`src/rtl/seq_multiplier.sv`:
```
// Iterative shift-add multiplier retiring BITS_PER_CYCLE multiplier bits per clock.
// Optional macro SEQ_MULT_SIGNED_EN enables two's-complement operands via iSigned.
//
// state | meaning
// IDLE  | oReady=1, waiting for iStart
// BUSY  | one multiplier digit accumulated per cycle
module seq_multiplier #(
    parameter int A_WIDTH        = 16,
    parameter int B_WIDTH        = 16,
    parameter int BITS_PER_CYCLE = 1
) (
    input  logic                       iClk,
    input  logic                       iRstN,
    input  logic                       iStart,
    input  logic [A_WIDTH-1:0]         iA,
    input  logic [B_WIDTH-1:0]         iB,
    input  logic                       iSigned,
    output logic [A_WIDTH+B_WIDTH-1:0] oRes,
    output logic                       oReady,
    output logic                       oBusy,
    output logic                       oDone
);

    localparam int R_WIDTH = A_WIDTH + B_WIDTH;
    localparam int ACC_W   = R_WIDTH + BITS_PER_CYCLE;
    localparam int N_CYC   = B_WIDTH / BITS_PER_CYCLE;
    localparam int CNT_W   = (N_CYC > 1) ? $clog2(N_CYC) : 1;
    localparam logic [CNT_W-1:0] LAST_CNT = CNT_W'(N_CYC - 1);

    if (A_WIDTH < 2 || B_WIDTH < 2) begin : gBadWidth
        $error("seq_multiplier: A_WIDTH and B_WIDTH must be >= 2");
    end
    if (BITS_PER_CYCLE != 1 && BITS_PER_CYCLE != 2 && BITS_PER_CYCLE != 4) begin : gBadBpc
        $error("seq_multiplier: BITS_PER_CYCLE must be 1, 2 or 4");
    end else if ((B_WIDTH % BITS_PER_CYCLE) != 0) begin : gBadDiv
        $error("seq_multiplier: BITS_PER_CYCLE must divide B_WIDTH");
    end

    typedef enum logic {IDLE, BUSY} state_t;

    state_t             stateQ, stateD;
    logic [ACC_W-1:0]   accQ;
    logic [ACC_W-1:0]   mcandQ;
    logic [B_WIDTH-1:0] bQ;
    logic [CNT_W-1:0]   cntQ;
    logic [ACC_W-1:0]   aExt;
    logic [ACC_W-1:0]   partial;
    logic [ACC_W-1:0]   accSum;
    logic               accept;
    logic               lastDigit;

    assign accept    = (stateQ == IDLE) && iStart;
    assign lastDigit = (stateQ == BUSY) && (cntQ == LAST_CNT);
    assign accSum    = accQ + partial;

    always_ff @(posedge iClk or negedge iRstN) begin
        if (!iRstN) stateQ <= IDLE;
        else        stateQ <= stateD;
    end

    always_comb begin
        stateD = stateQ;
        case (stateQ)
            IDLE:    if (iStart)    stateD = BUSY;
            BUSY:    if (lastDigit) stateD = IDLE;
            default:                stateD = IDLE;
        endcase
    end

    always_comb begin
        oReady = 1'b0;
        oBusy  = 1'b0;
        if (stateQ == IDLE) oReady = 1'b1;
        else                oBusy  = 1'b1;
    end

`ifdef SEQ_MULT_SIGNED_EN
    logic signedQ;

    assign aExt = iSigned ? {{(ACC_W-A_WIDTH){iA[A_WIDTH-1]}}, iA}
                          : {{(ACC_W-A_WIDTH){1'b0}}, iA};

    // The top multiplier bit carries negative weight in signed mode.
    always_comb begin
        partial = '0;
        for (int j = 0; j < BITS_PER_CYCLE; j++) begin
            if (bQ[j]) begin
                if (signedQ && (cntQ == LAST_CNT) && (j == BITS_PER_CYCLE - 1))
                    partial = partial - (mcandQ << j);
                else
                    partial = partial + (mcandQ << j);
            end
        end
    end

    always_ff @(posedge iClk or negedge iRstN) begin
        if (!iRstN)      signedQ <= 1'b0;
        else if (accept) signedQ <= iSigned;
    end
`else
    logic unusedSigned;
    assign unusedSigned = iSigned;

    assign aExt = {{(ACC_W-A_WIDTH){1'b0}}, iA};

    always_comb begin
        partial = '0;
        for (int j = 0; j < BITS_PER_CYCLE; j++) begin
            if (bQ[j]) partial = partial + (mcandQ << j);
        end
    end
`endif

    always_ff @(posedge iClk or negedge iRstN) begin
        if (!iRstN) begin
            accQ   <= '0;
            mcandQ <= '0;
            bQ     <= '0;
            cntQ   <= '0;
            oRes   <= '0;
            oDone  <= 1'b0;
        end else begin
            oDone <= 1'b0;
            if (accept) begin
                accQ   <= '0;
                mcandQ <= aExt;
                bQ     <= iB;
                cntQ   <= '0;
            end else if (stateQ == BUSY) begin
                accQ   <= accSum;
                mcandQ <= mcandQ << BITS_PER_CYCLE;
                bQ     <= bQ >> BITS_PER_CYCLE;
                cntQ   <= cntQ + CNT_W'(1);
                if (lastDigit) begin
                    oRes  <= accSum[R_WIDTH-1:0];
                    oDone <= 1'b1;
                end
            end
        end
    end

endmodule

```
`config.mk`:
```
export PLATFORM = sky130hd
export DESIGN_NAME = seq_multiplier
export DESIGN_NICKNAME = d
export VERILOG_FILES = /design/src/rtl/seq_multiplier.sv
export SDC_FILE = /design/constraint.sdc
export NUM_CORES = 1
export LEC_CHECK = 0
export ABC_AREA = 1
export BUFFER_PORTS_ARGS = -buffer_cell sky130_fd_sc_hd__buf_2
export CAP_MARGIN = 20
export CORE_ASPECT_RATIO = 0.75
export CORE_MARGIN = 5
export CORE_UTILIZATION = 60
export CTS_CLUSTER_SIZE = 28
export DETAILED_ROUTE_END_ITERATION = 10
export PLACE_DENSITY = 0.9
export SYNTH_ARGS = -nofsm -noshare
export SYNTH_HDL_FRONTEND = slang
export SYNTH_SLANG_ARGS = --single-unit
```
`constraint.sdc`:
```
create_clock -name iClk -period 6.83 [get_ports iClk]
set_input_delay 0.3415 -clock iClk [delete_from_list [all_inputs] [get_ports iClk]]
set_output_delay 0.3415 -clock iClk [all_outputs]
set_load 0.01 [all_outputs]
```
==> flow_summary.yaml <==
critical_path:
  crit_slowest_cell: "dfrtp_1"
  cp_max_fo: 33
  ff2ff_path_depth: 13
  end_kind: "register"
  cp-start-kind: "register"
  crit_required_ns: 7.14
  crit_chain: "nand2_1 > inv_1 > ha_1 > fa_1 > nand3_1 > nand3_1 > nand2_1 > nand2_1 > nand3_1 > nand3_1 > nand2_1 > nand3_1 > nand2_1"
  crit_start: "bQ[0]"
  r2r_end: "accQ[24]"
  worst-endpoint-arrival_ns: 3.21
  crit_type: "register to register"
  r2r_setup_slack_ns: 3.93
  max_stage_delay_ns: 1.02
  cp-endpoint: "accQ[24]"
  r2r_start: "bQ[0]"
drt:
  drtIter0Drc: 745
  postRouteAntennaNets: 0
  vias_per_cell: 5.26
  drt-total-wl_mm: 18.0
  drc: 0
  wire_per_inst_um: 14.2
  dr_total_vias: 6638
  dr.pass1.iters: 6
cells_and_area:
  fin_nets: 1157
  most-common-layout-cells: "430 x nand2_1, 173 x inv_1, 118 x dfrtp_1"
  n_antenna_cell: 0
  syn2layout_area_growth_pct: 14.7
  design_area_um2: 8170
  fill_cells: 905
  drive_gt1_share_pct: 10.9
  final_common_cell: "nand2_1"
clocking:
  cts_setup_buffers: 0
  numCtsBuffers: 17
  hold_buffers: 1
  cts_tree: "yes"
  insertion_delay_ns: 0.43
  cts_num_sinks: 118
  clock_path_buffers: 2
  htree_levels: 4
  cts_root_buf: "clkbuf_16"
  path_clk_slew_ns: 0.06
  post_cts_resized: 0
sta:
  drv_slew: 0
  tightest_slew_ns: 1.04
  hold_viol: 0
  skew_ns: 0.0103
  final-setup-viol-count: 0
  slew_headroom_pct: 30.9
  grt_setup_unrepaired: "false"
  finalCritPeriodShare_pct: 42.5
  tns_ns: 0
  period_needed_ns: 2.90
  fmax_mhz: 344
power:
  total_leakage_power_nw: 4.81
  power.density_nw_per_um2: 430
  ir_drop_v: 0.000298
run:
  maxCapViolCount: 0
placement:
  post-dp-hpwl_mm: 12.6
  place_area_um2: 7590
  io_buffers: 69
  gp_congestion: 0.977
die:
  die-area_um2: 14200
  initial_utilization_pct: 61.3
  core-area_um2: 11600
  die_x_um: 136
  ios: 71
  dieHeight_um: 104
  num_rows: 34
synth:
  syn_area_um2: 7120
  yosysWarnings: 0
  seq_area_frac_synth_pct: 41.4
  async_reset_ff_share_pct: 100
  syn-num-nets: 1093
  syn_inst: 1024
  ys_types: 32
  synth_edf_count: 0
  synthFlopType: "dfrtp_1"
  avgSynthCellArea_um2: 6.96
  synth_seq_cells: 118
min_path:
  hp-class: "primary input to register"
outcome:
  run_status: "finished clean"
global_route:
  grtUsageTotal_pct: 27.1
  grt_pass1_vias: 6585
  grt_pass1_wl_mm: 30.7
  grt.overflow.total: 0
  antenna_found_initial: 0
  grt_max_degree: 78
[final cells by class]
class	count	area (um^2)	share of cell area, %
Sequential cell	118	2950	36.1
Inverter	176	661	8.08
Multi-Input combinational cell	700	3390	41.4
Clock buffer	20	447	5.47
Timing Repair Buffer	75	395	4.84
Clock inverter	12	128	1.56
Tap cell	162	203	2.48
[metal layers]
layer | vias up | wire length, um | global-route usage (%)
met5 | - | 0 | 0
met4 | 0 | 505 | 9.86
met3 | 48 | 1810 | 8.61
met2 | 276 | 7640 | 39.6
met1 | 3020 | 8020 | 37.9
li1 | 3294 | - | -
[flip-flops by register name (all words and copies together) (netlist names)]
signal	count
accQ	32
mcandQ	32
stateQ	1
oRes	32
bQ	16
oDone	1
cntQ	4
[critical path: cells and delay by family (launching register included)]
family | cells | cell delay (ns)
and+or+nand+nor | 10 | 1.06
DFF | 1 | 1.02
adders and majority gates | 2 | 0.60
buffers and inverters | 1 | 0.09
[cell usage after synthesis, types with 4 or more instances]
library cell / instances / area, um^2
nand3_2: 4 / 40.0
xnor2_1: 10 / 87.6
o211ai_1: 7 / 52.6
o22ai_1: 14 / 87.6
xor2_1: 5 / 43.8
buf_1: 5 / 18.8
nor2_2: 4 / 25.0
nand2_1: 430 / 1610
nand3b_1: 5 / 37.5
clkbuf_1: 11 / 41.3
inv_1: 173 / 649
nor2_1: 36 / 135
a22oi_1: 5 / 37.5
o221ai_1: 8 / 70.1
nand3_1: 70 / 350
a21oi_1: 21 / 105
o21ai_0: 22 / 110
dfrtp_1: 118 / 2950
o21ai_1: 7 / 35.0
nand2_2: 5 / 31.3
buf_2: 14 / 70.1
ha_1: 32 / 400
[report_power, final]
group	leakage, nW	internal (W)	total [W]	switching (W)
Sequential	1.52	0.000998	0.00121	0.000215
Combinational	3.02	0.000508	0.00142	0.000914
Clock	0.273	0.000545	0.000879	0.000334
Total	4.81	0.00205	0.00351	0.00146
[cell families after synthesis]
| family | Yosys count | share of synthesized area, % |
|---|---|---|
| buffers and inverters | 206 | 11.1 |
| AND/OR/NAND/NOR | 562 | 32.1 |
| adder cells (fa/ha/maj) | 33 | 5.90 |
| XOR/XNOR | 15 | 1.84 |
| flip-flops | 118 | 41.4 |
| AO/OA/AOI/OAI | 90 | 7.66 |
[metrics by stage]
stage               power, W  util [%]  setup slack [ns]  cells  hold WS (ns)
floorplan            0.00220         -              4.63   1024        0.0459
global placement     0.00254      65.3              4.06   1230         0.360
detailed placement   0.00260      65.3              4.02   1230         0.367
CTS                  0.00351      70.4              3.98   1263         0.111
global route         0.00378      70.4              3.65   1263         0.133
finish               0.00351      70.4              3.93   1263         0.117
[how the worst min path moves through the flow]
| stage | cells after the start | slack, ns | from | endpoint |
|---|---|---|---|---|
| finish | 3 | 0.12 | iA[6] | mcandQ[6] |
| global route | 3 | 0.13 | iA[2] | mcandQ[2] |
| CTS | 3 | 0.11 | iA[7] | mcandQ[7] |
| detailed placement | 1 | 0.37 | iRstN | oRes[10] |
| global placement | 1 | 0.36 | iRstN | oRes[8] |
| floorplan | 0 | 0.05 | iRstN | accQ[0] |
(Power assumes the default switching activity.)
